<file path="config.mk">
export PLATFORM = sky130hd
export DESIGN_NAME = mem_stage
export DESIGN_NICKNAME = d
export VERILOG_FILES = /design/src/rtl/pipeline_defs_pkg.sv /design/src/rtl/mem_lane_align.sv /design/src/rtl/mem_stage.sv
export SDC_FILE = /design/constraint.sdc
export NUM_CORES = 1
export LEC_CHECK = 0
export ABC_CLOCK_PERIOD_IN_PS = 5700
export BUFFER_PORTS_ARGS = -buffer_cell sky130_fd_sc_hd__buf_4
export CORE_AREA = 2 2 213 110
export CTS_CLUSTER_DIAMETER = 40
export DETAILED_ROUTE_END_ITERATION = 8
export DIE_AREA = 0 0 215 112
export GPL_TIMING_DRIVEN = 0
export HOLD_SLACK_MARGIN = 0.12
export SLEW_MARGIN = 30
export SYNTH_ARGS = -nofsm -noshare
export SYNTH_HDL_FRONTEND = slang
export SYNTH_SLANG_ARGS = --single-unit
export TNS_END_PERCENT = 10
</file>
<file path="constraint.sdc">
create_clock -name clk -period 5.7 [get_ports clk]
set_input_delay 0.855 -clock clk [delete_from_list [all_inputs] [get_ports clk]]
set_output_delay 0.855 -clock clk [all_outputs]
set_load 0.05 [all_outputs]
</file>
<file path="src/rtl/pipeline_defs_pkg.sv">
`default_nettype none
// ============================================================================
// Module : pipeline_defs_pkg
// Brief  : Shared op codes, memory-stage state encoding and op-class helpers.
// Rev    : 1.0  initial release
// ============================================================================
package pipeline_defs_pkg;

    localparam logic [7:0] c_op_lb  = 8'hE0;
    localparam logic [7:0] c_op_lh  = 8'hE1;
    localparam logic [7:0] c_op_lw  = 8'hE3;
    localparam logic [7:0] c_op_lbu = 8'hE4;
    localparam logic [7:0] c_op_lhu = 8'hE5;
    localparam logic [7:0] c_op_sb  = 8'hE8;
    localparam logic [7:0] c_op_sh  = 8'hE9;
    localparam logic [7:0] c_op_sw  = 8'hEB;

    typedef enum logic [0:0] {
        ST_IDLE = 1'b0,
        ST_BUS  = 1'b1
    } mem_state_t;

    function automatic logic is_load(input logic [7:0] op);
        return (op == c_op_lb) || (op == c_op_lh) || (op == c_op_lw) ||
               (op == c_op_lbu) || (op == c_op_lhu);
    endfunction

    function automatic logic is_store(input logic [7:0] op);
        return (op == c_op_sb) || (op == c_op_sh) || (op == c_op_sw);
    endfunction

endpackage
`default_nettype wire

</file>
<file path="src/rtl/mem_lane_align.sv">
`default_nettype none
// ============================================================================
// Module : mem_lane_align
// Brief  : Big-endian byte-lane select, store replication, load extract and
//          sign/zero extension, plus misalignment detection.
// Rev    : 1.0  initial release
// ============================================================================
module mem_lane_align
    import pipeline_defs_pkg::*;
(
    input  logic [7:0]  op,
    input  logic [1:0]  addr_lo,
    input  logic [31:0] store_data,
    input  logic [31:0] rdata,
    output logic [3:0]  sel,
    output logic [31:0] wdata,
    output logic [31:0] load_data,
    output logic        misalign
);

    logic w_is_byte;
    logic w_is_half;
    logic w_is_word;
    logic w_signed;
    logic [7:0]  w_byte;
    logic [15:0] w_half;

    assign w_is_byte = (op == c_op_lb) || (op == c_op_lbu) || (op == c_op_sb);
    assign w_is_half = (op == c_op_lh) || (op == c_op_lhu) || (op == c_op_sh);
    assign w_is_word = (op == c_op_lw) || (op == c_op_sw);
    assign w_signed  = (op == c_op_lb) || (op == c_op_lh);

    assign misalign = (w_is_half && addr_lo[0]) || (w_is_word && (addr_lo != 2'b00));

    // Lane 0 of the address is the most significant byte of the bus word.
    always_comb begin
        w_byte = rdata[31:24];
        case (addr_lo)
            2'b00:   w_byte = rdata[31:24];
            2'b01:   w_byte = rdata[23:16];
            2'b10:   w_byte = rdata[15:8];
            default: w_byte = rdata[7:0];
        endcase
    end

    assign w_half = addr_lo[1] ? rdata[15:0] : rdata[31:16];

    always_comb begin
        sel       = 4'b0000;
        wdata     = store_data;
        load_data = rdata;
        if (w_is_byte) begin
            sel       = 4'b1000 >> addr_lo;
            wdata     = {4{store_data[7:0]}};
            load_data = {{24{w_signed & w_byte[7]}}, w_byte};
        end else if (w_is_half) begin
            sel       = addr_lo[1] ? 4'b0011 : 4'b1100;
            wdata     = {2{store_data[15:0]}};
            load_data = {{16{w_signed & w_half[15]}}, w_half};
        end else if (w_is_word) begin
            sel       = 4'b1111;
        end
    end

endmodule
`default_nettype wire

</file>
<file path="src/rtl/mem_stage.sv">
`default_nettype none
// ============================================================================
// Module : mem_stage
// Brief  : Pipeline memory stage; holds the EX/MEM register and runs a
//          stalling req/ack bus transaction for loads and stores.
// Rev    : 1.0  initial release
// ============================================================================
module mem_stage
    import pipeline_defs_pkg::*;
#(
    parameter int ACK_TIMEOUT = 64
) (
    input  logic        clk,
    input  logic        rst,
    input  logic [7:0]  alu_op_i,
    input  logic        write_reg_en_i,
    input  logic [4:0]  write_reg_addr_i,
    input  logic [31:0] write_reg_data_i,
    input  logic [31:0] mem_addr_i,
    input  logic [31:0] mem_store_data_i,
    input  logic        flush_i,
    output logic        mem_req_o,
    output logic        mem_we_o,
    output logic [31:0] mem_addr_o,
    output logic [3:0]  mem_sel_o,
    output logic [31:0] mem_wdata_o,
    input  logic [31:0] mem_rdata_i,
    input  logic        mem_ack_i,
    output logic        write_reg_en_o,
    output logic [4:0]  write_reg_addr_o,
    output logic [31:0] write_reg_data_o,
    output logic        stall_req_o,
    output logic        misalign_o,
    output logic        bus_err_o
);

    localparam int c_cnt_w = $clog2(ACK_TIMEOUT);

    mem_state_t         r_state;
    logic [c_cnt_w-1:0] r_cnt;
    logic [7:0]         r_op;
    logic [1:0]         r_addr_lo;
    logic               r_dest_en;
    logic               r_flushed;

    logic [7:0]  w_align_op;
    logic [1:0]  w_align_lo;
    logic [3:0]  w_sel;
    logic [31:0] w_wdata;
    logic [31:0] w_load_data;
    logic        w_misalign;
    logic        w_is_mem;

    // One aligner serves both phases: issue decode in IDLE, load extract in BUS.
    assign w_align_op = (r_state == ST_BUS) ? r_op : alu_op_i;
    assign w_align_lo = (r_state == ST_BUS) ? r_addr_lo : mem_addr_i[1:0];
    assign w_is_mem   = is_load(alu_op_i) || is_store(alu_op_i);

    mem_lane_align u_align (
        .op         (w_align_op),
        .addr_lo    (w_align_lo),
        .store_data (mem_store_data_i),
        .rdata      (mem_rdata_i),
        .sel        (w_sel),
        .wdata      (w_wdata),
        .load_data  (w_load_data),
        .misalign   (w_misalign)
    );

    always_ff @(posedge clk) begin
        if (rst) begin
            r_state          <= ST_IDLE;
            r_cnt            <= '0;
            r_op             <= '0;
            r_addr_lo        <= '0;
            r_dest_en        <= 1'b0;
            r_flushed        <= 1'b0;
            mem_req_o        <= 1'b0;
            mem_we_o         <= 1'b0;
            mem_addr_o       <= '0;
            mem_sel_o        <= '0;
            mem_wdata_o      <= '0;
            write_reg_en_o   <= 1'b0;
            write_reg_addr_o <= '0;
            write_reg_data_o <= '0;
            stall_req_o      <= 1'b0;
            misalign_o       <= 1'b0;
            bus_err_o        <= 1'b0;
        end else begin
            misalign_o <= 1'b0;
            bus_err_o  <= 1'b0;
            case (r_state)
                ST_IDLE: begin
                    write_reg_en_o   <= 1'b0;
                    write_reg_addr_o <= write_reg_addr_i;
                    write_reg_data_o <= write_reg_data_i;
                    if (flush_i) begin
                        write_reg_en_o <= 1'b0;
                    end else if (!w_is_mem) begin
                        write_reg_en_o <= write_reg_en_i;
                    end else if (w_misalign) begin
                        misalign_o <= 1'b1;
                    end else begin
                        r_state     <= ST_BUS;
                        r_cnt       <= '0;
                        r_op        <= alu_op_i;
                        r_addr_lo   <= mem_addr_i[1:0];
                        r_dest_en   <= write_reg_en_i;
                        r_flushed   <= 1'b0;
                        mem_req_o   <= 1'b1;
                        mem_we_o    <= is_store(alu_op_i);
                        mem_addr_o  <= {mem_addr_i[31:2], 2'b00};
                        mem_sel_o   <= w_sel;
                        mem_wdata_o <= w_wdata;
                        stall_req_o <= 1'b1;
                    end
                end
                ST_BUS: begin
                    if (flush_i) begin
                        r_flushed <= 1'b1;
                    end
                    // Ack is checked first so a same-cycle timeout loses.
                    if (mem_ack_i || (r_cnt == c_cnt_w'(ACK_TIMEOUT - 1))) begin
                        r_state     <= ST_IDLE;
                        r_cnt       <= '0;
                        mem_req_o   <= 1'b0;
                        mem_we_o    <= 1'b0;
                        mem_addr_o  <= '0;
                        mem_sel_o   <= '0;
                        mem_wdata_o <= '0;
                        stall_req_o <= 1'b0;
                        if (mem_ack_i) begin
                            write_reg_en_o   <= is_load(r_op) && r_dest_en &&
                                                !(flush_i || r_flushed);
                            write_reg_data_o <= w_load_data;
                        end else begin
                            write_reg_en_o <= 1'b0;
                            bus_err_o      <= 1'b1;
                        end
                    end else begin
                        r_cnt <= r_cnt + 1'b1;
                    end
                end
                default: begin
                    r_state <= ST_IDLE;
                end
            endcase
        end
    end

endmodule
`default_nettype wire

</file>
==> qor.yml, run 1 <==
run_status:
  outcome: "complete, no violations"
yosys:
  synth_area_mm2: 0.00658
  syn_avg_cell_area_um2: 8.61
  synth.distinct_cells: 67
  synth_edf_count: 0
  yosys_register_bits: 127
  synth_largest_area_cell: "dfxtp_1"
  synth_flop_cell: "dfxtp_1"
  yosys_warnings: 0
  syn_inst: 764
  ys_seq_area_share_pct: 38.7
  synthTopCellsByArea: "dfxtp_1 (39%), mux2i_1 (9.6%), nand2_1 (5.9%)"
  synth.top_cell.area_share_pct: 38.7
  synthArstFlopShare_pct: 0
clocking:
  ctsHoldBuffers: 0
  clock_sinks: 127
  cts_inserted_buffers: 17
  clk_pin_slew_ns: 0.06
  worstSkewPairLatency_ns: 0.42
  cts_max_path_buffers: 2
  cts_resized: 0
  post-cts-setup-buffers: 0
  cts_max_level: 4
  cts-root-buf: "clkbuf_16"
  cts_tree: "done"
finish:
  multi_input_area_mm2: 0.00359
  layout_commonest_cell: "buf_4"
  nFillCells: 2268
  syn_to_final_growth_pct: 44.5
  drive_above_1_share_pct: 32.9
  final_cell_mix: "buf_4 (257), dfxtp_1 (127), nand2_1 (104)"
  finalNetCount: 1184
  area.sequential_mm2: 0.00254
sta:
  fmax_mhz: 336
  skew_ns: 0.00854
  fin_crit_ns: 2.97
  period_share_pct: 52.2
  final-max-slew-violation-count: 0
  hold_violations: 0
  fin_tns_setup_ns: 0
  fin_ws_ns: 2.73
  worst-slew-pin-transition_ns: 0.841
  rsz0062_at_grt: "false"
  setup_viol: 0
  relSlewSlack_pct: 43.9
route:
  firstDrtPassIters: 5
  via_per_inst: 5.18
  drt_iter0_drc: 637
  drc: 0
  vias: 7043
  drt_wl_total_um: 27500
  route.antenna.remaining_nets: 0
  wl_per_cell_um: 20.2
flow_run:
  maxCapViolCount: 0
setup_path:
  max_stage_delay_ns: 0.48
  start_kind: "input port"
  slowest_stage: "a221o_1"
  crit_path_end_kind: "flop"
  critPathMaxFanout: 10
  critical_path_class: "input port to flop"
  worst_ep_required_time_ns: 6.04
  worstPathArrival_ns: 3.32
  crit_chain: "buf_4 > nand4b_1 > a221o_1 > nor4_1 > and2_1 > clkbuf_1 > buf_2 > nand3_1 > o21ai_0"
power_and_ir_drop:
  fin_total_pwr_w: 0.00246
  leakage_nw: 4.08
  powerDensity_mw_per_mm2: 259
  ir_worst_vdd_mv: 0.167
grt:
  grt_pass1_wl_um: 41300
  grt_start_max_net_pins: 17
  grt_pass1_vias: 6739
  grt_use_total_pct: 22.7
  globalRoute.totalOverflow: 0
  antenna_found_initial: 2
die:
  start_util_pct: 29.4
  core_area_mm2: 0.0223
  rows: 39
  chipHeight_um: 112
  io_pins: 257
  die_width_um: 215
  dieArea_mm2: 0.0241
placement:
  gp_congestion: 0.888
  portBuffers: 253
  pre_cts_ws_ns: 2.32
  post-dp-hpwl_um: 21200
worst_hold_path:
  hp-class: "flop to flop"
-- worst max-delay path, delay by kind of cell --
family                 cells  cell delay (ns)
and+or+nand+nor            4             1.15
AOI/OAI and AO/OA          2             0.58
buffers and inverters      3             0.74
-- kinds of logic after synthesis --
family                   Yosys count  synth area share, %
multiplexers                      66                 10.5
AND/OR/NAND/NOR                  245                 18.3
flip-flops                       127                 38.7
buffers and inverters             98                 6.81
AO/OA/AOI/OAI                    226                 25.5
other                              1               0.0570
adder cells (fa/ha/maj)            1                0.190
-- cell usage after synthesis, drive strengths merged, types with 2 or more instances --
master	number
or2	2
nand4b	4
and2	3
a311oi	9
a31oi	2
and4b	2
buf	27
a32o	2
mux2i	66
inv	33
nand2b	46
nand2	106
nor2	37
clkbuf	37
a211oi	6
o32ai	25
o22ai	6
a211o	12
or3	3
a31o	2
a32oi	4
a21o	8
nand3	7
nand3b	2
nor4	3
o2bb2ai	3
nor3	5
a221oi	15
a21oi	60
o21ai	63
dfxtp	127
nor3b	2
or4	2
o211ai	2
and3	19
-- power by group --
group          leakage, nW  internal, W  switching (W)
clock                0.306     0.000765       0.000425
sequential            1.03     0.000907      0.0000116
combinational         2.74     0.000146       0.000207
-- layer usage --
| metal | GRT usage (%) | routed length (µm) | vias to the layer above |
|---|---|---|---|
| li1 | - | - | 3280 |
| met1 | 35.6 | 14000 | 3389 |
| met2 | 28.5 | 10200 | 352 |
| met3 | 7.73 | 2920 | 20 |
| met4 | 5.20 | 312 | 2 |
| met5 | 0 | 13 | - |
-- registers in the layout, indices dropped and copies added (netlist names) --
register          cells
mem_wdata_o          32
write_reg_data_o     32
mem_addr_o           30
r_op                  8
r_cnt                 6
write_reg_addr_o      5
mem_sel_o             4
r_addr_lo             2
bus_err_o             1
mem_we_o              1
misalign_o            1
r_dest_en             1
r_flushed             1
r_state               1
stall_req_o           1
write_reg_en_o        1
-- stage by stage --
stage	util [%]	std cells	instance area, µm²	hold slack, ns
6_report	42.5	1359	9500	0.467
5_1_grt	42.5	1357	9500	0.493
4_1_cts	42.5	1357	9500	0.464
3_5_place_dp	39.7	1325	8860	0.453
3_3_place_gp	39.7	1325	8860	0.444
2_1_floorplan	-	765	6580	0.435
-- layout make-up --
class | instances | share of cell area, %
diodes | 2 | 0.0527
plain buffers | 64 | 3.37
clock buffers | 22 | 4.99
clock inverters | 10 | 1.67
inverters | 34 | 1.34
multi-input cells | 540 | 37.8
flip-flops and latches | 127 | 26.8
well taps | 307 | 4.04
repair buffers | 253 | 20.0
-- final timing paths --
check	startpoint	endpoint	slack, ns	cells after the start
worst min-delay path	r_op[5]$_SDFFE_PP0P_	r_op[5]$_SDFFE_PP0P_	0.47	2
worst max register to register	r_state$_SDFF_PP0_	mem_sel_o[1]$_SDFFE_PP0P_	3.08	10
worst min register to register	r_op[5]$_SDFFE_PP0P_	r_op[5]$_SDFFE_PP0P_	0.47	2
worst max-delay path	alu_op_i[4]	mem_sel_o[1]$_SDFFE_PP0P_	2.73	9
(Power assumes the default switching activity.)
==> run 2: changes to the inputs <==
--- a/config.mk
+++ b/config.mk
@@ -5,12 +5,13 @@
 export SDC_FILE = /design/constraint.sdc
 export NUM_CORES = 1
 export LEC_CHECK = 0
-export ABC_CLOCK_PERIOD_IN_PS = 5700
+export ABC_AREA = 1
+export ABC_CLOCK_PERIOD_IN_PS = 3100
 export BUFFER_PORTS_ARGS = -buffer_cell sky130_fd_sc_hd__buf_4
-export CORE_AREA = 2 2 213 110
+export CORE_AREA = 2 2 214 111
 export CTS_CLUSTER_DIAMETER = 40
 export DETAILED_ROUTE_END_ITERATION = 8
-export DIE_AREA = 0 0 215 112
+export DIE_AREA = 0 0 216 113
 export GPL_TIMING_DRIVEN = 0
 export HOLD_SLACK_MARGIN = 0.12
 export SLEW_MARGIN = 30
==> constraint.sdc (replaced) <==
create_clock -name clk -period 3.1 [get_ports clk]
set_input_delay 0.465 -clock clk [delete_from_list [all_inputs] [get_ports clk]]
set_output_delay 0.465 -clock clk [all_outputs]
set_load 0.05 [all_outputs]
==> run 2 against run 1 <==
Against the previous run:
- sequential share of layout area decreased by 0.14 points
- final cell count increased by 16%
- combinational power increased by 83%
- critical endpoint is now write_reg_data_o[7]$_SDFFE_PP0P_
- largest cell class unchanged
- largest power group unchanged
==> qor.yml, run 2 <==
yosys:
  synth_edf_count: 0  # unchanged
  synth_most_common_cell: "nand2_1"
  synth_commonest_cells: "nand2_1 (314), nand3_1 (138), dfxtp_1 (127), inv_1 (86), a21oi_1 (47)"
  syn_inst: 978  # +28%
  synth_compound_area_share_pct: 12.9  # -13 points
  synthTopCellsByArea: "dfxtp_1 (38%), nand2_1 (18%), nand3_1 (10%)"
  synth_flop_cell: "dfxtp_1"
  synth_top_family_by_area: "simple AND/OR/NAND/NOR gates"
  synth.distinct_cells: 37  # -45%
  synth_xor_area_share_pct: 0.526  # +0.53 points
  yosys_register_bits: 127  # unchanged
  synth_largest_area_cell: "dfxtp_1"
  ys_seq_area_share_pct: 38.1  # -0.52 points
  synth_simple_gate_area_share_pct: 37.7  # +19 points
  synth.top_cell.area_share_pct: 38.1  # -0.52 points
  syn_avg_cell_area_um2: 6.82  # -21%
  synth_area_mm2: 0.00667  # +1.4%
  synthMuxAreaShare_pct: 0  # -10 points
  yosys_warnings: 0  # unchanged
  synthArstFlopShare_pct: 0  # unchanged
  synth-adder-area-share_pct: 0.188  # -0.0026 points
sta:
  skew_ns: 0.0165  # +0.00792 ns
  fmax_mhz: 417
  worst-slew-pin-transition_ns: 0.777  # -0.0641 ns
  setup_viol: 0  # unchanged
  fin_tns_setup_ns: 0  # unchanged
  relSlewSlack_pct: 48.2  # +4.3 points
  final-max-slew-violation-count: 0  # unchanged
  rsz0062_at_grt: "false"
  period_share_pct: 77.4
  hold_violations: 0  # unchanged
  fin_crit_ns: 2.40
setup_path:
  critPathMaxFanout: 10  # unchanged
  crit_top_cell: "nand2_1"
  crit_chain: "buf_6 > buf_6 > nand2_1 > nand2_1 > buf_2 > buf_2 > nand3_1 > nand2_1 > nand2_1 > o21ai_0 > nand2_1 > nand2_1"
  slowest_stage: "nand3_1"
  worst_ep_required_time_ns: 3.47  # -2.57 ns
  path_depth: 12  # +3
  r2r_slack_ns: 0.70  # -2.38 ns
  crit_buf_inv: 4  # +1
  crit_path_end_kind: "flop"
  max_stage_delay_ns: 0.40  # -0.08 ns
  rr_worst_depth: 12  # +2
  start_kind: "flop"
  critical_path_class: "flop to flop"
  critPathTopFamily: "simple AND/OR/NAND/NOR gates"
  worstPathArrival_ns: 2.77  # -0.55 ns
clocking:
  ctsHoldBuffers: 0  # unchanged
  clk_pin_slew_ns: 0.06  # about the same
  cts_inserted_buffers: 17  # unchanged
  cts_resized: 0  # unchanged
  clock_sinks: 127  # unchanged
  cts_max_path_buffers: 2  # unchanged
  cts_tree: "done"
  cts-root-buf: "clkbuf_16"
  worstSkewPairLatency_ns: 0.44  # +0.02 ns
  post-cts-setup-buffers: 0  # unchanged
  cts_max_level: 4  # unchanged
route:
  wl_per_cell_um: 17.2  # -15%
  firstDrtPassIters: 6  # +1
  vias: 7562  # +7.4%
  drt_iter0_drc: 740  # +16%
  drt_wl_total_um: 27100  # -1.5%
  route.antenna.remaining_nets: 0  # unchanged
  via_per_inst: 4.81  # -7.1%
  drc: 0  # unchanged
die:
  io_pins: 257  # unchanged
  core_area_mm2: 0.0224  # +0.44%
  die_width_um: 216  # +0.47%
  start_util_pct: 29.7  # +0.27 points
  chipHeight_um: 113  # +0.89%
  dieArea_mm2: 0.0244  # +1.4%
  rows: 39  # unchanged
power_and_ir_drop:
  seqPwrFrac_pct: 38.4  # +1.1 points
  fin_total_pwr_w: 0.00440  # +79%
  leakage_nw: 4.87  # +19%
  ir_worst_vdd_mv: 0.256  # +54%
  p_int_w: 0.00317  # +75%
  combPwrFrac_pct: 14.7  # +0.4 points
  p_clk_share_pct: 46.9  # -1.5 points
  powerDensity_mw_per_mm2: 460  # +78%
  switchingPower_w: 0.00122  # +90%
  switching_share_pct: 27.8  # +1.7 points
placement:
  portBuffers: 253  # unchanged
  post-dp-hpwl_um: 21400  # +1.1%
  gp_congestion: 0.967  # +8.8%
finish:
  layout_commonest_cell: "nand2_1"
  reg.largest.list: "mem_wdata_o (32), write_reg_data_o (32), mem_addr_o (30)"
  syn_to_final_growth_pct: 43.3
  finalNetCount: 1398  # +18%
  drive_above_1_share_pct: 28.9  # -4.0 points
  final_cell_mix: "nand2_1 (314), buf_4 (261), nand3_1 (138)"
  diodes: 0  # -2
flow_run:
  maxCapViolCount: 0  # unchanged
grt:
  grt_pass1_wl_um: 41100  # -0.53%
  grt_use_total_pct: 22.2  # -0.43 points
  globalRoute.totalOverflow: 0  # unchanged
  antenna_found_initial: 1  # -1
  grt_pass1_vias: 7085  # +5.1%
  grt_start_max_net_pins: 17  # unchanged
worst_hold_path:
  hold_depth: 3  # +1
  hp-class: "input port to flop"
run_status:
  outcome: "complete, no violations"
run 2: routing by layer:
metal,routed length (µm),up-vias,global-route usage (%)
met2,10200,308,29.1
li1,-,3730,-
met4,249,0,5.48
met5,0,-,0
met3,2970,17,8.33
met1,13600,3507,33.4
run 2: cells by family after synthesis:
family,after synthesis
compound gates,140
simple gates,550
flops,127
buf+inv,155
xor+xnor,4
other cells,1
fa+ha+maj,1
run 2: area by class of cell:
class,count,area [µm²]
Tap cell,307,384
Buffer,66,364
Multi-Input combinational cell,697,3430
Clock buffer,20,467
Sequential cell,127,2540
Fill cell,2382,12900
Timing Repair Buffer,253,1900
Inverter,89,337
Clock inverter,12,133
run 2: worst paths after layout:
check | end | start
hold / removal | mem_addr_o[28]$_SDFFE_PP0P_ | mem_addr_i[28]
setup / recovery | write_reg_data_o[7]$_SDFFE_PP0P_ | r_state$_SDFF_PP0_
setup reg to reg | write_reg_data_o[7]$_SDFFE_PP0P_ | r_state$_SDFF_PP0_
hold reg to reg | r_op[4]$_SDFFE_PP0P_ | r_op[4]$_SDFFE_PP0P_
run 2: power groups by stage:
stage               clock network [W]  registers (W)  logic [W]
floorplan                           0        0.00185   0.000223
global placement                    0        0.00173   0.000637
detailed placement                  0        0.00173   0.000639
CTS                           0.00210        0.00169   0.000641
global route                  0.00218        0.00169   0.000694
finish                        0.00206        0.00169   0.000645
run 2: per-stage QoR:
| step | cell area, µm² | hold slack, ns | utilization, % | std cells | worst slack [ns] |
|---|---|---|---|---|---|
| floorplan | 6670 | 0.419 | - | 979 | 1.31 |
| global placement | 8950 | 0.430 | 39.9 | 1539 | 0.626 |
| detailed placement | 8950 | 0.435 | 39.9 | 1539 | 0.604 |
| CTS | 9550 | 0.205 | 42.6 | 1571 | 0.787 |
| global route | 9550 | 0.215 | 42.6 | 1571 | 0.591 |
| finish | 9550 | 0.220 | 42.6 | 1571 | 0.701 |
run 2: worst min-delay path, cell delays in order:
cell and delay (ns):
buf_4 0.08, nand2_1 0.04, nand2_1 0.05
==> run 3: changes to the inputs <==
--- a/config.mk
+++ b/config.mk
@@ -6,7 +6,7 @@
 export NUM_CORES = 1
 export LEC_CHECK = 0
 export ABC_AREA = 1
-export ABC_CLOCK_PERIOD_IN_PS = 3100
+export ABC_CLOCK_PERIOD_IN_PS = 2500
 export BUFFER_PORTS_ARGS = -buffer_cell sky130_fd_sc_hd__buf_4
 export CORE_AREA = 2 2 214 111
 export CTS_CLUSTER_DIAMETER = 40
==> constraint.sdc (replaced) <==
create_clock -name clk -period 2.5 [get_ports clk]
set_input_delay 0.375 -clock clk [delete_from_list [all_inputs] [get_ports clk]]
set_output_delay 0.375 -clock clk [all_outputs]
set_load 0.05 [all_outputs]
==> run 3 against run 2 <==
Against the previous run:
- the run now ends with design-rule violations left
- combinational power up 25%
- sequential power is 24% higher
- worst hold slack got worse by 0.080 ns
- cell area rose by 0.68%
- die area is the same
- flip-flop and latch count is the same
- maximum frequency grew 3.0%
- non-clock buffer count up 6
- wire length is essentially flat
- critical path depth stayed put
- count of clock-buffer cells in the layout did not move
- largest cell class unchanged
- largest power group unchanged
==> qor.yml, run 3 (synthesis results as in run 2) <==
setup_path:
  critPathMaxFanout: 10  # unchanged
  critical_path_class: "flop to flop"
  slowest_stage: "buf_2"
  crit_buf_inv: 4  # unchanged
  reg2reg_from: "r_state$_SDFF_PP0_"
  max_stage_delay_ns: 0.32  # -0.08 ns
  path_depth: 12  # unchanged
  start_kind: "flop"
  worstSetupStartpoint: "r_state$_SDFF_PP0_"
  crit_chain: "buf_6 > inv_4 > nand2_1 > nand2_2 > inv_1 > nand3_1 > nand3_1 > nand3_1 > buf_2 > nand3_1 > nand2_1 > a21oi_1"
  worst_ep_required_time_ns: 2.78  # -0.69 ns
  worstReg2RegEnd: "write_reg_data_o[29]$_SDFFE_PP0P_"
  endpoint: "write_reg_data_o[29]$_SDFFE_PP0P_"
  r2r_slack_ns: 0.17  # -0.53 ns
  rr_worst_depth: 12  # unchanged
  crit_top_cell: "nand3_1"
  worstPathArrival_ns: 2.61  # -0.16 ns
  crit_path_end_kind: "flop"
  critPathTopFamily: "simple AND/OR/NAND/NOR gates"
sta:
  relSlewSlack_pct: 47.3  # -0.90 points
  fin_ws_ns: 0.170  # -0.531 ns
  skew_ns: 0.0143  # -0.00220 ns
  worst-slew-pin-transition_ns: 0.791  # +0.0135 ns
  period_share_pct: 93.2  # +16 points
  rsz0062_at_grt: "false"
  hold_violations: 0  # unchanged
  fin_crit_ns: 2.33  # -0.0695 ns
  final-max-slew-violation-count: 0  # unchanged
  setup_viol: 0  # unchanged
  fmax_mhz: 429  # +3.0%
  fin_tns_setup_ns: 0  # unchanged
route:
  route.antenna.remaining_nets: 0  # unchanged
  wl_per_cell_um: 17.2  # -0.35%
  drt_wl_total_um: 27100  # about the same
  firstDrtPassIters: 9  # +3
  drt_iter0_drc: 759  # +2.6%
  drc: 2  # +2
  via_per_inst: 4.80  # -0.34%
  vias: 7565  # +0.040%
grt:
  grt_pass1_wl_um: 41300  # +0.45%
  grt_pass1_vias: 7121  # +0.51%
  antenna_found_initial: 1  # unchanged
  grt_start_max_net_pins: 17  # unchanged
  grt_use_met1_pct: 33.5  # +0.099 points
  use_met2_pct: 29.4  # +0.26 points
  grt_use_total_pct: 22.3  # +0.093 points
  use_met3_pct: 8.28  # -0.054 points
  globalRoute.totalOverflow: 0  # unchanged
  busiest_layer: "met1"
placement:
  portBuffers: 253  # unchanged
  pre_cts_ws_ns: 0.0941  # -0.510 ns
  gp_congestion: 0.967  # unchanged
  dpl-instance-area_mm2: 0.00895  # unchanged
  post-dp-hpwl_um: 21400  # unchanged
  dp.cells: 1539  # unchanged
die:
  core_area_mm2: 0.0224  # unchanged
  rows: 39  # unchanged
  io_pins: 257  # unchanged
  die_width_um: 216  # unchanged
  start_util_pct: 29.7  # unchanged
  chipHeight_um: 113  # unchanged
  dieArea_mm2: 0.0244  # unchanged
clocking:
  clk_pin_slew_ns: 0.06  # about the same
  cts_tree: "done"
  worstSkewPairLatency_ns: 0.43  # about the same
  cts-root-buf: "clkbuf_16"
  post-cts-setup-buffers: 0  # unchanged
  cts_max_path_buffers: 2  # unchanged
  cts_inserted_buffers: 17  # unchanged
  cts_max_level: 4  # unchanged
  clock_sinks: 127  # unchanged
power_and_ir_drop:
  ir_worst_vdd_mv: 0.315  # +23%
  powerDensity_mw_per_mm2: 568  # +23%
  leakage_nw: 4.89  # +0.52%
finish:
  drive_above_1_share_pct: 28.8  # -0.058 points
  reg.largest.list: "mem_wdata_o (32), write_reg_data_o (32), mem_addr_o (30)"
  finalNetCount: 1404  # +0.43%
  layout_commonest_cell: "nand2_1"
  nFillCells: 2383  # +0.042%
  diodes: 0  # unchanged
  final_cell_area_mm2: 0.00962  # +0.68%
  final-instance-count-excl-fill: 1577  # +0.38%
  final_cell_mix: "nand2_1 (314), buf_4 (261), nand3_1 (137)"
  syn_to_final_growth_pct: 44.3
run_status:
  outcome: "complete, but fails checks"
  violations: "design-rule violations"
flow_run:
  maxCapViolCount: 0  # unchanged
worst_hold_path:
  hp-class: "input port to flop"
-- run 3: routing by layer --
layer / share of wire (%) / vias up
met4: 0.92 / 0
met3: 12 / 18
met1: 50 / 3480
met2: 38 / 322
li1: - / 3745
met5: 0 / -
-- run 3: worst register-to-register path, stage by stage (launching register included) --
cell,delay [ns]
dfxtp_1,0.30
buf_6,0.13
inv_4,0.11
nand2_1,0.08
nand2_2,0.24
inv_1,0.22
nand3_1,0.14
nand3_1,0.09
nand3_1,0.25
buf_2,0.32
nand3_1,0.11
nand2_1,0.11
a21oi_1,0.07
-- run 3: worst min path at each step --
stage,from,to,slack [ns],cells after the start
floorplan,r_op[4]$_SDFFE_PP0P_,r_op[4]$_SDFFE_PP0P_,0.42,2
global placement,r_op[4]$_SDFFE_PP0P_,r_op[4]$_SDFFE_PP0P_,0.43,2
CTS,mem_addr_i[19],mem_addr_o[19]$_SDFFE_PP0P_,0.12,3
finish,mem_addr_i[20],mem_addr_o[20]$_SDFFE_PP0P_,0.14,3
detailed placement,r_op[4]$_SDFFE_PP0P_,r_op[4]$_SDFFE_PP0P_,0.44,2
global route,mem_addr_i[6],mem_addr_o[6]$_SDFFE_PP0P_,0.13,3
-- run 3: per-stage QoR --
stage / power [W] / util [%] / hold WS [ns]
finish: 0.00546 / 42.8 / 0.140
global route: 0.00567 / 42.8 / 0.125
CTS: 0.00550 / 42.8 / 0.122
detailed placement: 0.00293 / 39.9 / 0.435
global placement: 0.00293 / 39.9 / 0.430
floorplan: 0.00256 / - / 0.419
-- run 3: power breakdown --
group          internal (W)  switching, W
clock network       0.00155       0.00101
logic              0.000323      0.000484
registers           0.00207     0.0000254
-- run 3: final cells by class --
cell class              instances  area (µm²)  share of cell area, %
multi-input cells             697        3430                   35.7
flip-flops and latches        127        2540                   26.4
repair buffers                259        1960                   20.4
clock buffers                  20         467                   4.85
well taps                     307         384                   3.99
plain buffers                  66         364                   3.79
inverters                      89         337                   3.50
clock inverters                12         133                   1.38
-- run 3: what timing repair did --
action                     CTS  global route
gates resized for setup      0             1
setup endpoints to repair    0             1
hold buffers                 6             0
hold endpoints to repair     6             0
